[src/rtl/alu_pkg.sv]
// Shared ALU opcode definitions.
// Used by the ALU decoder, the shared ALU, mul_seq and the bench.
package alu_pkg;

  localparam logic [3:0] ALU_AND = 4'd0;
  localparam logic [3:0] ALU_OR  = 4'd1;
  localparam logic [3:0] ALU_ADD = 4'd2;
  localparam logic [3:0] ALU_SLL = 4'd3;
  localparam logic [3:0] ALU_SUB = 4'd4;
  localparam logic [3:0] ALU_SRL = 4'd5;
  localparam logic [3:0] ALU_XOR = 4'd7;

endpackage

[src/rtl/mul_seq.sv]
// Iterative shift-add multiplier sequencer. Produces the low 32 bits of
// op_a*op_b by stepping the shared execute ALU through ADD, SLL and SRL,
// one operation per clock, 32 iterations (96 busy cycles) per multiply.
// Ports:
//   clk, rst     - clock, synchronous active-high reset
//   start        - request, accepted only in IDLE
//   op_a, op_b   - multiplicand / multiplier, captured on accept
//   busy         - high while sequencing the ALU
//   done         - one-cycle pulse when result becomes valid
//   result       - registered product, held until next accept
//   alu_control, alu_a, alu_b - drive to the shared ALU
//   alu_ans      - combinational ALU result, consumed same cycle
module mul_seq
  import alu_pkg::*;
(
  input  logic        clk,
  input  logic        rst,
  input  logic        start,
  input  logic [31:0] op_a,
  input  logic [31:0] op_b,
  output logic        busy,
  output logic        done,
  output logic [31:0] result,
  output logic [3:0]  alu_control,
  output logic [31:0] alu_a,
  output logic [31:0] alu_b,
  input  logic [31:0] alu_ans
);

  typedef enum logic [2:0] {
    S_IDLE,
    S_ADD,
    S_SHL,
    S_SHR,
    S_DONE
  } state_t;

  state_t      state, state_nxt;
  logic [31:0] acc, mcand, mplier;
  logic [4:0]  iter;

  always_ff @(posedge clk) begin
    if (rst) begin
      state  <= S_IDLE;
      acc    <= '0;
      mcand  <= '0;
      mplier <= '0;
      iter   <= '0;
      result <= '0;
    end else begin
      state <= state_nxt;
      case (state)
        S_IDLE: begin
          if (start) begin
            acc    <= '0;
            mcand  <= op_a;
            mplier <= op_b;
            iter   <= '0;
            result <= '0;
          end
        end
        S_ADD: begin
          if (mplier[0]) acc <= alu_ans;
        end
        S_SHL: mcand <= alu_ans;
        S_SHR: begin
          mplier <= alu_ans;
          // acc was last written in the ADD two cycles ago, so it is final here
          if (iter == 5'd31) result <= acc;
          else               iter   <= iter + 5'd1;
        end
        default: ;
      endcase
    end
  end

  always_comb begin
    state_nxt   = state;
    alu_control = ALU_AND;
    alu_a       = '0;
    alu_b       = '0;
    busy        = 1'b0;
    done        = 1'b0;
    case (state)
      S_IDLE: if (start) state_nxt = S_ADD;
      S_ADD: begin
        busy        = 1'b1;
        alu_control = ALU_ADD;
        alu_a       = acc;
        alu_b       = mcand;
        state_nxt   = S_SHL;
      end
      S_SHL: begin
        busy        = 1'b1;
        alu_control = ALU_SLL;
        alu_a       = mcand;
        alu_b       = 32'd1;
        state_nxt   = S_SHR;
      end
      S_SHR: begin
        busy        = 1'b1;
        alu_control = ALU_SRL;
        alu_a       = mplier;
        alu_b       = 32'd1;
        state_nxt   = (iter == 5'd31) ? S_DONE : S_ADD;
      end
      S_DONE: begin
        done      = 1'b1;
        state_nxt = S_IDLE;
      end
      default: state_nxt = S_IDLE;
    endcase
  end

endmodule

[config.mk]
export PLATFORM = sky130hd
export DESIGN_NAME = mul_seq
export DESIGN_NICKNAME = d
export VERILOG_FILES = /design/src/rtl/alu_pkg.sv /design/src/rtl/mul_seq.sv
export SDC_FILE = /design/constraint.sdc
export NUM_CORES = 1
export LEC_CHECK = 0
export ABC_AREA = 1
export BUFFER_PORTS_ARGS = -buffer_cell sky130_fd_sc_hd__buf_2
export CORE_UTILIZATION = 40
export CTS_BUF_LIST = sky130_fd_sc_hd__clkbuf_8
export CTS_CLUSTER_SIZE = 10
export DETAILED_ROUTE_END_ITERATION = 12
export GPL_TIMING_DRIVEN = 0
export PLACE_DENSITY = 0.69
export SYNTH_ARGS = -nofsm -noshare
export SYNTH_HDL_FRONTEND = slang
export SYNTH_SLANG_ARGS = --single-unit
[constraint.sdc]
create_clock -name clk -period 3.8 [get_ports clk]
set_input_delay 0.57 -clock clk [delete_from_list [all_inputs] [get_ports clk]]
set_output_delay 0.57 -clock clk [all_outputs]
set_load 0.03 [all_outputs]
* Word-level counts from Yosys, hierarchy flattened *
Index checks and enable logic that the tools add are counted.

storage, ports and cells
  register bits after elaboration = 136
  bits of input ports = 99
  output and inout bits = 102
  logic and storage cells = 47

cells by class
  muxes and demuxes = 20
  equality and inequality tests = 9
  reductions and logical operators = 11
  $add $sub $neg = 1

operators with widths
  cell                                                  number
  one-hot mux 32 bit (2 select lines)                   5
  2-to-1 mux 32 bit                                     5
  one-hot mux 32 bit (3 select lines)                   1
  one-hot mux 3 bit (4 select lines)                    1
  2-to-1 mux 5 bit                                      2
  one-hot mux 5 bit (2 select lines)                    1
  one-hot mux 3 bit (3 select lines)                    1
  AND reduction 3 bit                                   3
  != test 2 bit (second input constant)                 4
  equality test 3 x 2 -> 1 bit (second input constant)  2
  2-to-1 mux 3 bit                                      2
  nonzero test 2 bit                                    3
  adder 5 x 1 -> 5 bit (second input constant)          1
  equality test 5 bit (second input constant)           1
  AND reduction 2 bit                                   2
  equality test 3 x 1 -> 1 bit (second input constant)  1
  equality test 3 bit (second input constant)           1
  logical NOT 3 bit                                     1
  OR reduction 3 bit                                    1
  2-to-1 mux 1 bit                                      2
  OR reduction 2 bit                                    1

* Longest topological paths before layout *
Gate-level depths: netlist of run 1.

  depth after elaboration = 3
  mapped depth = 10
  depth with buffers taken out = 9

* Worst setup path before layout of run 1 *
OpenSTA, ideal clock, no wires.

  path type = reg-to-output
  start = register state[1]
  end = output alu_a[10]
  path slack = 1.495 ns
  data required time = 3.230 ns
  stages on the path, launching flop included = 7
  data arrival time = 1.735 ns
  cells stage by stage = dfxtp_1 > nand2_1 > inv_2 > nand2_2 > buf_2 > buf_2 > o221ai_1

between the ends
  cells in the longest elaborated chain, start to end = 2
  elaborated cells between the ends (all ways) = 4
  those cells by class = eq/ne (3); mux (1)

RTL lines
  what                                                                          line           text
  start, declared                                                               mul_seq.sv:38  state_t state, state_nxt;
  start signal, assigned                                                        mul_seq.sv:51  state <= state_nxt;
  equality test 3 x 2 -> 1 bit or equality test 3 x 1 -> 1 bit (tied branches)  mul_seq.sv:84  case (state)
  one-hot mux 32 bit (3 select lines) (*)                                       mul_seq.sv:84
  end, declared                                                                 mul_seq.sv:25  output logic [31:0] alu_a,

Every way passes the cells marked *; elsewhere a longest branch is shown, timed or not.

* Final worst setup path of run 1 *
  start = register state[1]
  end = output alu_a[4]

Same word-level chain as after synthesis.

==> impl_metrics.toml, run 1 <==
[synth]
synthCells = 1044
synth_xor_area_frac = 0
postSynth.asyncResetShare = 0
netlist_area_mm2 = 0.00670
avgSynthCellArea_um2 = 6.42
yosys.area_share.simple = 0.311
synth_most_common_cell = "nor2_1"
ys_types = 26
synthAdderAreaFrac = 0.00373
yosysTopAreaCell = "dfxtp_1"
yosys_warnings = 0
synth_top_flop_cell = "dfxtp_1"
synth-edff-count = 0
synth_seq_cells = 136
synth.area.top_cells = "dfxtp_1 (41%), nor2_1 (14%), nand2_1 (13%)"
ys_seq_area_frac = 0.406
synth_top_cell_area_share = 0.406
synth_compound_area_frac = 0.168
synthTopCellsByCount = "nor2_1 (255), nand2_1 (239), dfxtp_1 (136)"
synth_fp_nets = 1145
synthMuxAreaShare = 0
synth_top_family_by_area = "simple AND/OR/NAND/NOR gates"

[hold_path]
min_from = "op_a[30]"
hold_path_class = "primary input to flip-flop"
worstHoldPathCells = 5
holdPathEnd = "mcand[30]$_SDFFE_PP0P_"

[route]
drc_errors = 0
drt_iter0_drc = 816
routedWlPerCell_um = 16.1
viasPerCell = 5.04
drt_wl_total_um = 24000
first_pass_iters = 6
ant_nets = 0
vias = 7510

[die]
die_h_um = 131
start_util = 0.416
io_pins = 201
die_x_um = 131
core_area_mm2 = 0.0161
die-area_mm2 = 0.0173
row_count = 46

[setup_path]
crit_type = "flip-flop to output pin"
cp-end-kind = "output pin"
timing.rr.end = "result[22]$_SDFFE_PP0P_"
worstPathRequired_ns = 3.23
worst_ep_arrival_time_ns = 2.42
reg2regPathDepth = 10
reg2reg_slack_ns = 2.00
start_kind = "flip-flop"
r2r_start = "iter[0]$_SDFFE_PP0P_"
cp_max_fo = 10

[power]
p_per_area_mw_per_mm2 = 470
peakVddDrop_mv = 0.283
leakagePower_uw = 0.00416

[place]
finalWeightedCongestion = 0.932
port-buffer-count = 199
hpwl_um = 19000

[clock_tree]
postCtsSetupBuffers = 0
cts_buffer_depth = 2
cts.hold.buffers_added = 0
cts_resized = 0
ctsRootBufferMaster = "clkbuf_8"
insertion_delay_ns = 0.46
cts_tree = "built"
h-tree-depth = 4
cts_buffers = 17
clock_sinks = 136
cts.clk_slew.worst_paths_ns = 0.08

[final_layout]
n_fill_cell = 1727
nets = 1363
final_util = 0.518
final_layout_size_suffix_gt1_frac = 0.224
areaGrowthSynthToFinish_pct = 24.6
antenna_cells = 0

[grt]
grt_pass1_vias = 6886
antenna_found_initial = 0
grt.overflow.total = 0
grt_max_degree = 17
grt_pass1_wl_um = 36900
grtUsageTotal = 0.276

[timing]
fmax_mhz = 335
drv_slew = 0
period_minus_slack_ns = 2.99
fin_crit_sh = 0.787
hold_viol_final = 0
worst_slew_pin_slew_ns = 0.595
rsz0062_at_grt = "false"
fin_tns_setup_ns = 0
slew_headroom = 0.603
finClkSkew_ns = 0.00886
setup_viol = 0

[run]
cap_violations = 0

[status]
status = "complete, no violations"
per-layer routing:
metal,global-route usage,up-vias,share of wire
li1,-,3720,-
met1,0.380,3354,0.44
met2,0.422,378,0.43
met3,0.0424,58,0.094
met4,0.131,0,0.035
met5,0,-,0
cell type report:
class                      count  area (µm²)  area share
sequential                   136        2720       0.326
clock inverter                13         134      0.0160
multi-input combinational    731        3240       0.388
buffer                        69         335      0.0402
timing repair buffer         199         996       0.119
inverter                     108         405      0.0486
tap                          216         270      0.0324
clock buffer                  18         248      0.0297
power by group:
| group | internal (µW) | switching, µW |
|---|---|---|
| clock | 589 | 573 |
| combinational | 325 | 762 |
| sequential | 1580 | 92.2 |
worst max path at each step:
stage	slack (ns)	cells after the start	to	startpoint
after floorplan	1.50	6	alu_a[10]	state[1]$_SDFFE_PP0P_
after global placement	1.33	6	alu_a[4]	state[1]$_SDFFE_PP0P_
after detailed placement	1.33	6	alu_a[4]	state[1]$_SDFFE_PP0P_
after CTS	0.83	6	alu_a[4]	state[1]$_SDFFE_PP0P_
after global routing	0.71	6	alu_a[4]	state[1]$_SDFFE_PP0P_
final	0.81	6	alu_a[4]	state[1]$_SDFFE_PP0P_
per-stage QoR:
step	worst slack (ns)	hold WS, ns	cells	power, µW	area [µm²]
final	0.811	0.429	1490	3920	8350
after global routing	0.712	0.456	1490	4120	8350
after CTS	0.832	0.407	1490	3910	8350
after detailed placement	1.33	0.448	1459	2770	7970
after global placement	1.33	0.447	1459	2760	7970
after floorplan	1.50	0.443	1044	2410	6700
worst max-delay path: stages (launching register included):
cell and delay (ns):
dfxtp_1 0.50, inv_2 0.14, nand2_2 0.16, buf_2 0.31
buf_2 0.35, o221ai_1 0.25, buf_2 0.25
registers in the layout, summed over array words and instances, names as in the netlist:
signal  flops
acc        32
mcand      32
result     32
state       3
iter        5
mplier     32
layout by cell type, fill, tap and decap left out, types with 7 or more instances in the layout:
cell type,instances
nand2_2,7
o21ai_0,126
clkbuf_8,18
clkinvlp_4,7
nand4_1,13
inv_1,103
dfxtp_1,136
nor2_1,255
o221ai_1,26
buf_4,9
clkbuf_1,31
buf_2,227
a21oi_1,40
nand2_1,239
logic make-up (layout without fill, tap and decap cells):
group / Yosys count / after routing
and+or+nand+nor: 526 / 526
AOI/OAI and AO/OA: 202 / 202
other: 1 / 1
DFF: 136 / 136
adders and majority gates: 2 / 2
buffers and inverters: 177 / 407
(Power assumes the default switching activity.)
==> run 2, diff against run 1 <==
ABC_AREA = 0   (was 1)
PLACE_DENSITY = 0.68   (was 0.69)
clock period = 2.8 ns   (was 3.8 ns; I/O delays follow)
==> run 2 against run 1 <==
Against the previous run: global-route usage up 0.15 points; utilization down 1.0 points; critical path depth down 1; cell count down 18%; first-iteration DRC count down 14%; critical endpoint is now done; largest power group unchanged.
==> impl_metrics.toml, run 2 <==
[synth]
synth_top_flop_cell = "dfxtp_1"
synthCells = 760
synth_top_cell_area_share = 0.388
synthTopCellsByCount = "dfxtp_1 (136), a21oi_1 (70), nand2_1 (68)"
synth_fp_nets = 861
synth-edff-count = 0
yosysTopAreaCell = "dfxtp_1"
synth_most_common_cell = "dfxtp_1"
synth.area.top_cells = "dfxtp_1 (39%), a311oi_2 (6.4%), mux2_2 (5.3%)"
synth_seq_cells = 136
ys_seq_area_frac = 0.388
yosys_warnings = 0
netlist_area_mm2 = 0.00702
postSynth.asyncResetShare = 0
ys_types = 52
avgSynthCellArea_um2 = 9.23

[timing]
fmax_mhz = 368
hold_viol_final = 0
final.setup.worst_slack_ns = 0.0849
period_minus_slack_ns = 2.72
rsz0062_at_grt = "false"
slew_headroom = 0.482
drv_slew = 0
fin_crit_sh = 0.970
finClkSkew_ns = 0.0170
setup_viol = 0
worst_slew_pin_slew_ns = 0.777
fin_tns_setup_ns = 0

[die]
core_area_mm2 = 0.0172
die-area_mm2 = 0.0181
die_x_um = 134
die_h_um = 134
start_util = 0.407
row_count = 48
io_pins = 201

[route]
first_pass_iters = 5
drt_wl_total_um = 25300
vias = 7125
viasPerCell = 5.84
drt_iter0_drc = 703
drc_errors = 0
ant_nets = 0
routedWlPerCell_um = 20.8

[place]
pre_cts_ws_ns = 0.426
hpwl_um = 18500
port-buffer-count = 198
finalWeightedCongestion = 0.896
place_area_mm2 = 0.00829

[grt]
antenna_found_initial = 2
grtUsageTotal = 0.278
grt_pass1_wl_um = 37900
grt_pass1_vias = 6686
grt.overflow.total = 0
grt_max_degree = 17

[hold_path]
hold_path_class = "primary input to flip-flop"

[power]
internal-power_uw = 3740
leakagePower_uw = 0.00391
seqPwrFrac = 0.381
peakVddDrop_mv = 0.426
switching_power_uw = 2190
combPwrFrac = 0.324
p_per_area_mw_per_mm2 = 678
power_frac_clock = 0.296
swShare = 0.370

[final_layout]
areaGrowthSynthToFinish_pct = 24.7
layout_commonest_cell = "buf_2"
final_cell_mix = "buf_2 (218), dfxtp_1 (135), a21oi_1 (70)"
final_area_mm2 = 0.00875
nets = 1080
final_layout_size_suffix_gt1_frac = 0.369

[setup_path]
cp-end-kind = "output pin"
cp_max_fo = 10
start_kind = "flip-flop"
worstPathRequired_ns = 2.38
worst_ep_arrival_time_ns = 2.30
crit_type = "flip-flop to output pin"

[clock_tree]
cts_tree = "built"
clock_sinks = 136
cts_buffers = 17
ctsRootBufferMaster = "clkbuf_8"
cts.clk_slew.worst_paths_ns = 0.09
cts_buffer_depth = 2
h-tree-depth = 4
insertion_delay_ns = 0.46

[run]
cap_violations = 0

[status]
status = "complete, no violations"
==> run 2: cell count changes after synthesis, sizes merged, moves of 32 or more <==
cell / change
a211oi: +32
a22oi: +32
a311oi: +32
a32o: +32
and2: +32
inv: -105
mux2: +33
mux2i: +33
nand2: -177
nor2: -223
nor3: +35
o21ai: -96
==> run 2: what timing repair did <==
item | CTS | global route
hold buffers | 0 | 0
gates resized for setup | 6 | 10
endpoints found under the setup margin | 34 | 32
setup buffers | 2 | 0
==> run 2: cells by family after synthesis <==
| family | share of synthesized area |
|---|---|
| compound gates | 0.260 |
| simple gates | 0.171 |
| flops | 0.388 |
| buf+inv | 0.0758 |
| mux | 0.100 |
| fa+ha+maj | 0.00357 |
| other cells | 0.000534 |
| xor+xnor | 0.00125 |
==> run 2: critical path, cell delays in order (launching register included) <==
cell	delay, ns
dfxtp_1	0.37
buf_6	0.18
clkinv_1	0.28
clkbuf_1	0.37
nor3_1	0.37
buf_2	0.26
==> run 2: per-layer routing <==
metal | vias up | global-route usage | part of all wire
li1 | 3288 | - | -
met1 | 3368 | 0.371 | 0.43
met2 | 397 | 0.421 | 0.45
met3 | 72 | 0.0612 | 0.084
met4 | 0 | 0.143 | 0.043
met5 | - | 0 | 0
==> run 2: cell type report <==
cell class,instances,area [µm²]
clock buffer,18,248
fill,1677,8480
tap,225,282
multi-input combinational,531,3770
clock inverter,14,171
buffer,89,538
antenna,2,5.00
sequential,136,2720
timing repair buffer,200,1010
inverter,4,15.0
==> run 2: worst paths after layout <==
| path | start | endpoint | slack, ns | cells after the start |
|---|---|---|---|---|
| worst max-delay path | state[2]$_SDFFE_PP0P_ | done | 0.08 | 5 |
| worst min-delay path | alu_ans[1] | acc[1]$_SDFFE_PP0P_ | 0.23 | 3 |
| worst max register to register | iter[0]$_SDFFE_PP0P_ | result[10]$_SDFFE_PP0P_ | 0.51 | 7 |
| worst min register to register | iter[3]$_SDFFE_PP0P_ | iter[3]$_SDFFE_PP0P_ | 0.47 | 2 |
==> run 2: metrics by stage <==
step	hold WS, ns	util	instances	total power [µW]
3_5_place_dp	0.459	0.481	1183	4170
5_1_grt	0.219	0.508	1219	6170
4_1_cts	0.206	0.507	1217	5910
6_report	0.229	0.508	1219	5940
2_1_floorplan	0.432	-	760	3590
3_3_place_gp	0.450	0.481	1183	4150
==> run 2: power by group through the flow <==
stage / logic, µW / registers (µW) / clock network [µW]
2_1_floorplan: 1330 / 2250 / 0
3_3_place_gp: 1850 / 2290 / 0
3_5_place_dp: 1870 / 2300 / 0
4_1_cts: 1890 / 2250 / 1760
5_1_grt: 2040 / 2280 / 1850
6_report: 1920 / 2260 / 1760
==> run 3, diff against run 2 <==
ABC_AREA = 1   (was 0)
PLACE_DENSITY = 0.69   (was 0.68)
RECOVER_POWER = 25   (was unset)
==> run 3 against run 2 <==
Against the previous run: sequential power about the same; hold slack improved by 0.052 ns; power down 10%; combinational power shrank 23%; clock power down 11%; count of clock-buffer cells in the layout stayed put; wire length is 5.4% lower; via count grew 5.1%; die area shrank 4.5%; setup slack got worse by 0.0066 ns; cell count grew 22%; critical endpoint is now alu_a[3]; largest power group unchanged; highest routed layer unchanged.
==> impl_metrics.toml, run 3 (same netlist as run 1, synthesis figures left out) <==
[run]
cap_violations = 0

[grt]
grt.overflow.total = 0
grt_max_degree = 17
antenna_found_initial = 0
grt_pass1_vias = 6886
grtUsageTotal = 0.276
grt_pass1_wl_um = 36900

[final_layout]
final_layout_size_suffix_gt1_frac = 0.227
areaGrowthSynthToFinish_pct = 24.7
layout_commonest_cell = "nor2_1"
final_cell_mix = "nor2_1 (255), nand2_1 (239), buf_2 (226)"
nets = 1363
final_area_mm2 = 0.00835
layout.cells.non_filler = 1490
final_util = 0.518
antenna_cells = 0

[hold_path]
hold_path_class = "primary input to flip-flop"
worstHoldPathCells = 5
holdPathEnd = "mcand[30]$_SDFFE_PP0P_"
min_from = "op_a[30]"

[die]
die-area_mm2 = 0.0173
core_area_mm2 = 0.0161
die_x_um = 131
io_pins = 201
die_h_um = 131
start_util = 0.416
row_count = 46

[clock_tree]
clock_sinks = 136
cts_tree = "built"
ctsRootBufferMaster = "clkbuf_8"
cts_buffer_depth = 2
h-tree-depth = 4
cts.clk_slew.worst_paths_ns = 0.08
cts_buffers = 17
insertion_delay_ns = 0.45

[route]
ant_nets = 0
drt_wl_total_um = 24000
routedWlPerCell_um = 16.1
viasPerCell = 5.02
first_pass_iters = 5
drc_errors = 0
drt_iter0_drc = 756
vias = 7485

[setup_path]
start_kind = "flip-flop"
timing.rr.end = "result[22]$_SDFFE_PP0P_"
r2r_start = "iter[0]$_SDFFE_PP0P_"
reg2regPathDepth = 10
reg2reg_slack_ns = 1.00
cp_max_fo = 10
worst_ep_arrival_time_ns = 2.30
worstPathRequired_ns = 2.38
cp-end-kind = "output pin"
crit_type = "flip-flop to output pin"

[timing]
drv_slew = 0
setup_viol = 0
worst_slew_pin_slew_ns = 0.575
finClkSkew_ns = 0.00905
period_minus_slack_ns = 2.72
hold_viol_final = 0
fin_tns_setup_ns = 0
whs_ns = 0.281
rsz0062_at_grt = "true"
slew_headroom = 0.617
fmax_mhz = 367
fin_crit_sh = 0.972

[power]
switching_power_uw = 1930
leakagePower_uw = 0.00417
seqPwrFrac = 0.427
internal-power_uw = 3390
combPwrFrac = 0.278
p_per_area_mw_per_mm2 = 637
power_frac_clock = 0.296
peakVddDrop_mv = 0.381
swShare = 0.363

[place]
place_area_mm2 = 0.00797
hpwl_um = 19000
port-buffer-count = 199
finalWeightedCongestion = 0.932
dp_cells = 1459

[status]
status = "complete, no violations"
## run 3: worst max-delay path by stage
| stage | startpoint | slack (ns) | depth (start not counted) | end |
|---|---|---|---|---|
| after floorplan | state[1]$_SDFFE_PP0P_ | 0.65 | 6 | alu_a[10] |
| after global placement | state[1]$_SDFFE_PP0P_ | 0.48 | 6 | alu_a[4] |
| after detailed placement | state[1]$_SDFFE_PP0P_ | 0.48 | 6 | alu_a[4] |
| after CTS | state[1]$_SDFFE_PP0P_ | 0.05 | 7 | alu_a[3] |
| after global routing | state[0]$_SDFFE_PP0P_ | -0.01 | 7 | alu_a[3] |
| final | state[0]$_SDFFE_PP0P_ | 0.08 | 7 | alu_a[3] |
## run 3: power by group through the flow
stage / Sequential (µW) / Clock, µW / Combinational, µW
floorplan: 2270 / 0 / 995
global placement: 2300 / 0 / 1440
detailed placement: 2310 / 0 / 1440
CTS: 2270 / 1590 / 1450
global route: 2300 / 1670 / 1630
finish: 2270 / 1570 / 1480
## run 3: metal layers
layer	wire length, µm	up-vias	global-route usage
met5	0	-	0
met4	814	0	0.131
met3	2050	54	0.0424
met2	10400	373	0.422
met1	10700	3341	0.380
li1	-	3717	-
## run 3: cell type report
cell class	instances	area, µm²
Fill cell	1733	7760
Multi-Input combinational cell	731	3240
Sequential cell	136	2720
Timing Repair Buffer	199	996
Inverter	108	405
Buffer	69	340
Tap cell	216	270
Clock buffer	18	248
Clock inverter	13	134
## run 3: critical path: stages, from the launching register on
cell,delay (ns)
dfxtp_1,0.33
buf_2,0.24
nand3_4,0.17
inv_2,0.15
clkbuf_1,0.44
nand2_1,0.10
o221ai_1,0.16
buf_2,0.27
## run 3: timing repair
item / 4_1_cts / 5_1_grt
hold buffers: 0 / 0
gates resized for setup: 1 / 5
buffers inserted: 0 / 0
setup endpoints to repair: 1 / 10
## run 3: metrics by stage
stage               setup slack, ns  power (µW)
finish                       0.0783        5320
global route                -0.0140        5600
CTS                          0.0477        5310
detailed placement            0.483        3750
global placement              0.476        3740
floorplan                     0.645        3270
